<file path="src/rtl/risc_pkg.sv">
// Shared widths, opcode encodings and bus select encodings for the
// four-register processor datapath and its control unit.
package risc_pkg;

  localparam int word_size = 8;
  localparam int op_size   = 4;
  localparam int sel1_size = 3;
  localparam int sel2_size = 2;

  typedef logic [word_size-1:0] word_t;

  typedef enum logic [op_size-1:0] {
    op_nop = 4'd0,
    op_add = 4'd1,
    op_sub = 4'd2,
    op_and = 4'd3,
    op_not = 4'd4,
    op_rd  = 4'd5,
    op_wr  = 4'd6,
    op_br  = 4'd7,
    op_brz = 4'd8
  } opcode_e;

  typedef enum logic [sel1_size-1:0] {
    sel1_r0 = 3'd0,
    sel1_r1 = 3'd1,
    sel1_r2 = 3'd2,
    sel1_r3 = 3'd3,
    sel1_pc = 3'd4
  } sel1_e;

  typedef enum logic [sel2_size-1:0] {
    sel2_alu  = 2'd0,
    sel2_bus1 = 2'd1,
    sel2_mem  = 2'd2
  } sel2_e;

endpackage

</file>
<file path="src/rtl/alu_unit.sv">
// Combinational ALU: A is the Y operand register, B is bus_1.
// Arithmetic wraps modulo 2^8; opcodes without an ALU action yield zero.
module alu_unit
  import risc_pkg::*;
(
  input  logic [op_size-1:0]   opcode_i,
  input  logic [word_size-1:0] a_i,
  input  logic [word_size-1:0] b_i,
  output logic [word_size-1:0] result_o,
  output logic                 zero_o
);

  always_comb begin
    result_o = '0;
    case (opcode_e'(opcode_i))
      op_add:  result_o = a_i + b_i;
      op_sub:  result_o = a_i - b_i;
      op_and:  result_o = a_i & b_i;
      op_not:  result_o = ~b_i;
      default: result_o = '0;
    endcase
  end

  assign zero_o = (result_o == '0);

endmodule

</file>
<file path="src/rtl/processing_unit.sv">
// Datapath of the four-register processor: register file, PC, IR, address
// register, ALU operand Y, zero flag Z, and the two bus multiplexers.
module processing_unit
  import risc_pkg::*;
(
  input  logic                 clk,
  input  logic                 rst,
  input  logic                 load_r0,
  input  logic                 load_r1,
  input  logic                 load_r2,
  input  logic                 load_r3,
  input  logic                 load_pc,
  input  logic                 inc_pc,
  input  logic                 load_ir,
  input  logic                 load_add_r,
  input  logic                 load_reg_y,
  input  logic                 load_reg_z,
  input  logic [sel1_size-1:0] sel_bus_1_mux,
  input  logic [sel2_size-1:0] sel_bus_2_mux,
  input  logic [word_size-1:0] mem_word,
  output logic [word_size-1:0] instruction,
  output logic                 zero,
  output logic [word_size-1:0] address,
  output logic [word_size-1:0] bus_1
);

  word_t r0_q, r1_q, r2_q, r3_q, pc_q, ir_q, add_r_q, y_q;
  word_t r0_d, r1_d, r2_d, r3_d, pc_d, ir_d, add_r_d, y_d;
  logic  z_q, z_d;

  word_t bus_1_mux, bus_2_mux, alu_out;
  logic  alu_zero;

  alu_unit u_alu (
    .opcode_i (ir_q[word_size-1:word_size-op_size]),
    .a_i      (y_q),
    .b_i      (bus_1_mux),
    .result_o (alu_out),
    .zero_o   (alu_zero)
  );

  // Unused select codes drive zero so the buses never carry X.
  always_comb begin
    bus_1_mux = '0;
    case (sel1_e'(sel_bus_1_mux))
      sel1_r0: bus_1_mux = r0_q;
      sel1_r1: bus_1_mux = r1_q;
      sel1_r2: bus_1_mux = r2_q;
      sel1_r3: bus_1_mux = r3_q;
      sel1_pc: bus_1_mux = pc_q;
      default: bus_1_mux = '0;
    endcase
  end

  always_comb begin
    bus_2_mux = '0;
    case (sel2_e'(sel_bus_2_mux))
      sel2_alu:  bus_2_mux = alu_out;
      sel2_bus1: bus_2_mux = bus_1_mux;
      sel2_mem:  bus_2_mux = mem_word;
      default:   bus_2_mux = '0;
    endcase
  end

  always_comb begin
    r0_d    = load_r0    ? bus_2_mux : r0_q;
    r1_d    = load_r1    ? bus_2_mux : r1_q;
    r2_d    = load_r2    ? bus_2_mux : r2_q;
    r3_d    = load_r3    ? bus_2_mux : r3_q;
    ir_d    = load_ir    ? bus_2_mux : ir_q;
    add_r_d = load_add_r ? bus_2_mux : add_r_q;
    y_d     = load_reg_y ? bus_2_mux : y_q;
    z_d     = load_reg_z ? alu_zero  : z_q;
    // A jump load wins over the fetch increment.
    pc_d    = pc_q;
    if (load_pc) begin
      pc_d = bus_2_mux;
    end else if (inc_pc) begin
      pc_d = pc_q + 8'd1;
    end
  end

  always_ff @(posedge clk or negedge rst) begin
    if (!rst) begin
      r0_q    <= '0;
      r1_q    <= '0;
      r2_q    <= '0;
      r3_q    <= '0;
      pc_q    <= '0;
      ir_q    <= '0;
      add_r_q <= '0;
      y_q     <= '0;
      z_q     <= 1'b0;
    end else begin
      r0_q    <= r0_d;
      r1_q    <= r1_d;
      r2_q    <= r2_d;
      r3_q    <= r3_d;
      pc_q    <= pc_d;
      ir_q    <= ir_d;
      add_r_q <= add_r_d;
      y_q     <= y_d;
      z_q     <= z_d;
    end
  end

  assign instruction = ir_q;
  assign zero        = z_q;
  assign address     = add_r_q;
  assign bus_1       = bus_1_mux;

endmodule

</file>
<file path="config.mk">
export PLATFORM = sky130hd
export DESIGN_NAME = processing_unit
export DESIGN_NICKNAME = d
export VERILOG_FILES = /design/src/rtl/risc_pkg.sv /design/src/rtl/alu_unit.sv /design/src/rtl/processing_unit.sv
export SDC_FILE = /design/constraint.sdc
export NUM_CORES = 1
export LEC_CHECK = 0
export ABC_AREA = 1
export CORE_UTILIZATION = 50
export CTS_CLUSTER_DIAMETER = 100
export DETAILED_ROUTE_END_ITERATION = 7
export PLACE_DENSITY_LB_ADDON = 0.05
export SLEW_MARGIN = 20
export SYNTH_ARGS = -nofsm -noshare
export SYNTH_HDL_FRONTEND = slang
export SYNTH_SLANG_ARGS = --single-unit
</file>
<file path="constraint.sdc">
create_clock -name clk -period 2.75 [get_ports clk]
set_input_delay 0.55 -clock clk [delete_from_list [all_inputs] [get_ports clk]]
set_output_delay 0.55 -clock clk [all_outputs]
set_load 0.02 [all_outputs]
</file>
==> impl_metrics.ini, run 1 <==
[sta]
finClkSkew_ns = 0.0164
fin_crit_ns = 3.18
clock.fmax_mhz = 314
fin_tns_setup_ns = -11.92
rsz0062_at_grt = yes
worst_slack_ns = -0.435
tightest_slew_ns = 0.840
hold_violations = 0
period_share = 1.16
setup_viol = 41
slew_headroom = 0.438
slew_violations = 0

[synthesis]
yosysTopAreaCellShare = 0.417
synth_compound_area_frac = 0.146
async_flop_share = 1.00
synth-xor-area-share = 0.0202
synth_cell_types = 34
syn-num-nets = 535
synth_area_per_cell_um2 = 7.82
synth_top_family_by_area = simple AND/OR/NAND/NOR gates
syn_inst = 499
yosysSeqAreaShare = 0.417
yosysWarnings = 0
synth_fa_ha_area_frac = 0.0372
muxShareOfSynthArea = 0.00289
ys_seq_elements = 65
synth_edf_count = 0
synth_area_um2 = 3900
yosys.area_share.simple = 0.286
synthTopCellsByArea = dfrtp_1, nand2_1, a31oi_1, inv_1, nor2_1
yosys.area.top_type = dfrtp_1
synthFlopType = dfrtp_1

[cts]
cts_buffers = 9
clk_latency_ns = 0.35
cts_tree = yes
clk_transition_reported_paths_ns = 0.09
htreeDepth = 3
cts_root_buffer = clkbuf_8
clock-sinks = 65
clock_tree.buffer_depth = 2

[route]
ant_nets = 0
drtPass1Iterations = 7
routed_wl_um = 13800
route.vias.total = 4256
drc_errors = 0
drt-wirelength-per-cell_um = 18.9
drtIter0Drc = 351
top_layer = met4
via_per_inst = 5.83
dr_wl_met2_um = 6620
drt-met1-wl_um = 5660
wl_met3_um = 877

[die]
die_w_um = 90.3
ios = 50
start_util = 0.527
core_area_um2 = 7410
rows = 31
die_area_um2 = 8160
die_y_um = 90.3

[global_routing]
grt_first_pass_wirelength_um = 20600
grt_max_degree = 39
grt.total_usage = 0.329
grt_antenna_before_repair = 0
first_global_vias = 4025
grt.overflow.total = 0

[outcome]
status = complete, but fails checks
violations = setup timing

[placement]
post_dp_cell_area_um2 = 5070
post-place-ws_ns = -1.11
io_buffer_count = 49
dp.final_hpwl_um = 9090
gp_congestion = 0.943

[run]
drv_cap = 0

[setup_path]
critPathKind = in -> reg
cpMaxStageDelayCell = ha_4
worstPathMaxFanout = 8
start_kind = primary input
cp.arrival_ns = 3.48
r2r_cells = 21
cpPeakStageDelay_ns = 0.25
path_cells = buf_8, buf_6, buf_4, nor2_4, nand3_1, nand2_1, nor2_2, nand2_2, inv_1, a21oi_2, xor2_1, inv_1, ha_4, a21oi_1, o21ai_2, a31oi_4, inv_1, nand2_1, nand3_2, nand2_2, nand2_4, nand2_8, nand2_2, nand2_1
required_ns = 3.04
worst_setup_path_end_kind = register
reg2reg_slack_ns = -0.32

[power]
p_leak_nw = 2.80
vdd_drop_max_v = 0.000504
p_total_w = 0.00438
powerDensity_nw_per_um2 = 741

[layout]
fillers = 501
utilization = 0.799
area_delta_synth_final_pct = 51.6
nets = 662
drive_gt1_frac = 0.347
antenna_cells = 0
final_cell_area_um2 = 5920

[hold_path]
hp-class = in -> async
critical path: cells and delay by family:
family / cells / cell delay (ns)
simple gates: 12 / 1.08
compound gates: 4 / 0.68
buf+inv: 6 / 0.65
fa+ha+maj: 1 / 0.25
xor+xnor: 1 / 0.24
layer usage:
metal	global-route usage	vias up
met2	0.516	205
met1	0.433	2066
met4	0.181	0
met5	0	-
li1	-	1929
met3	0.0589	56
worst paths after layout:
check                                      start        endpoint
worst min register to register    instruction[0]  instruction[0]
worst max-delay path            sel_bus_1_mux[1]      address[7]
worst max register to register           pc_q[0]      address[7]
worst min-delay path                         rst         pc_q[3]
max in group asynchronous                    rst          y_q[4]
min in group clk                  instruction[0]  instruction[0]
through the flow:
| stage | hold slack [ns] | instances |
|---|---|---|
| 5_1_grt | 0.289 | 730 |
| 6_report | 0.237 | 730 |
| 4_1_cts | 0.251 | 728 |
| 2_1_floorplan | 0.254 | 499 |
| 3_5_place_dp | 0.465 | 702 |
| 3_3_place_gp | 0.465 | 702 |
state kept, by name, summed over array words and instances (netlist names):
| signal | flops |
|---|---|
| address | 8 |
| instruction | 8 |
| pc_q | 8 |
| r0_q | 8 |
| r1_q | 8 |
| r2_q | 8 |
| r3_q | 8 |
| y_q | 8 |
| zero | 1 |
area by class of cell:
class                      instances  area [um2]  area share
clock inverter                     6        65.1      0.0110
multi-input combinational        359        2520       0.425
tap                               99         124      0.0209
clock buffer                      10         128      0.0216
inverter                          61         236      0.0400
timing repair buffer             130        1220       0.206
sequential                        65        1630       0.275
synthesized netlist by cell type (8+ instances only):
cell type and instances:
a21oi_1 8, a22oi_1 8, a31oi_1 36, dfrtp_1 65, ha_1 10, inv_1 57
nand2_1 116, nand2_2 9, nand3_1 31, nor2_1 52, o21ai_0 27, xor2_1 9
timing repair:
item | 4_1_cts | 5_1_grt
endpoints found under the setup margin | 73 | 61
hold buffers | 0 | 0
setup buffers | 10 | 3
resized for setup | 69 | 67
pin swaps | 32 | 41
endpoints found under the hold margin | 0 | 0
logic make-up (layout without fill, tap and decap cells):
logic type	after synthesis	in the layout
adder cells (fa/ha/maj)	11	11
buffers and inverters	75	207
AO/OA/AOI/OAI	94	94
flip-flops	65	65
multiplexers	1	1
AND/OR/NAND/NOR	244	244
XOR/XNOR	9	9
power by group:
group          internal (W)  switching (W)  leakage [nW]  total [W]
clock network      0.000423       0.000421        0.0971   0.000844
registers           0.00112       0.000127         0.808    0.00125
logic               0.00101        0.00128          1.90    0.00229
cells in the final DEF, fill, tap and decap left out, types with 6 or more instances in the layout:
master           synthesis  final
nand4_1                  7      7
a31oi_4                  0     12
nand2_4                  3      6
nor2_4                   4     11
inv_1                   57     53
clkbuf_8                 0      9
buf_6                    4     15
nand2_2                  9     28
o21ai_2                  0      8
xor2_1                   9      8
a31oi_1                 36     20
buf_4                    3     63
dfrtp_1                 65     65
nor2_1                  52     47
nand3_2                  5     11
nand2_1                116     93
a22oi_1                  8      8
nand3_1                 31     24
o21ai_1                  1      7
o21ai_0                 27     13
clkdlybuf4s50_1          0     39
inv_2                    2      6
(Power assumes the default switching activity.)
==> run 2: changes to the inputs <==
--- a/config.mk
+++ b/config.mk
@@ -9,6 +9,7 @@
 export CORE_UTILIZATION = 50
 export CTS_CLUSTER_DIAMETER = 100
 export DETAILED_ROUTE_END_ITERATION = 7
+export HOLD_SLACK_MARGIN = 0.1
 export PLACE_DENSITY_LB_ADDON = 0.05
 export SLEW_MARGIN = 20
 export SYNTH_ARGS = -nofsm -noshare
==> results of run 2 <==
No change in the layout: final DEF, timing and power equal those of run 1.
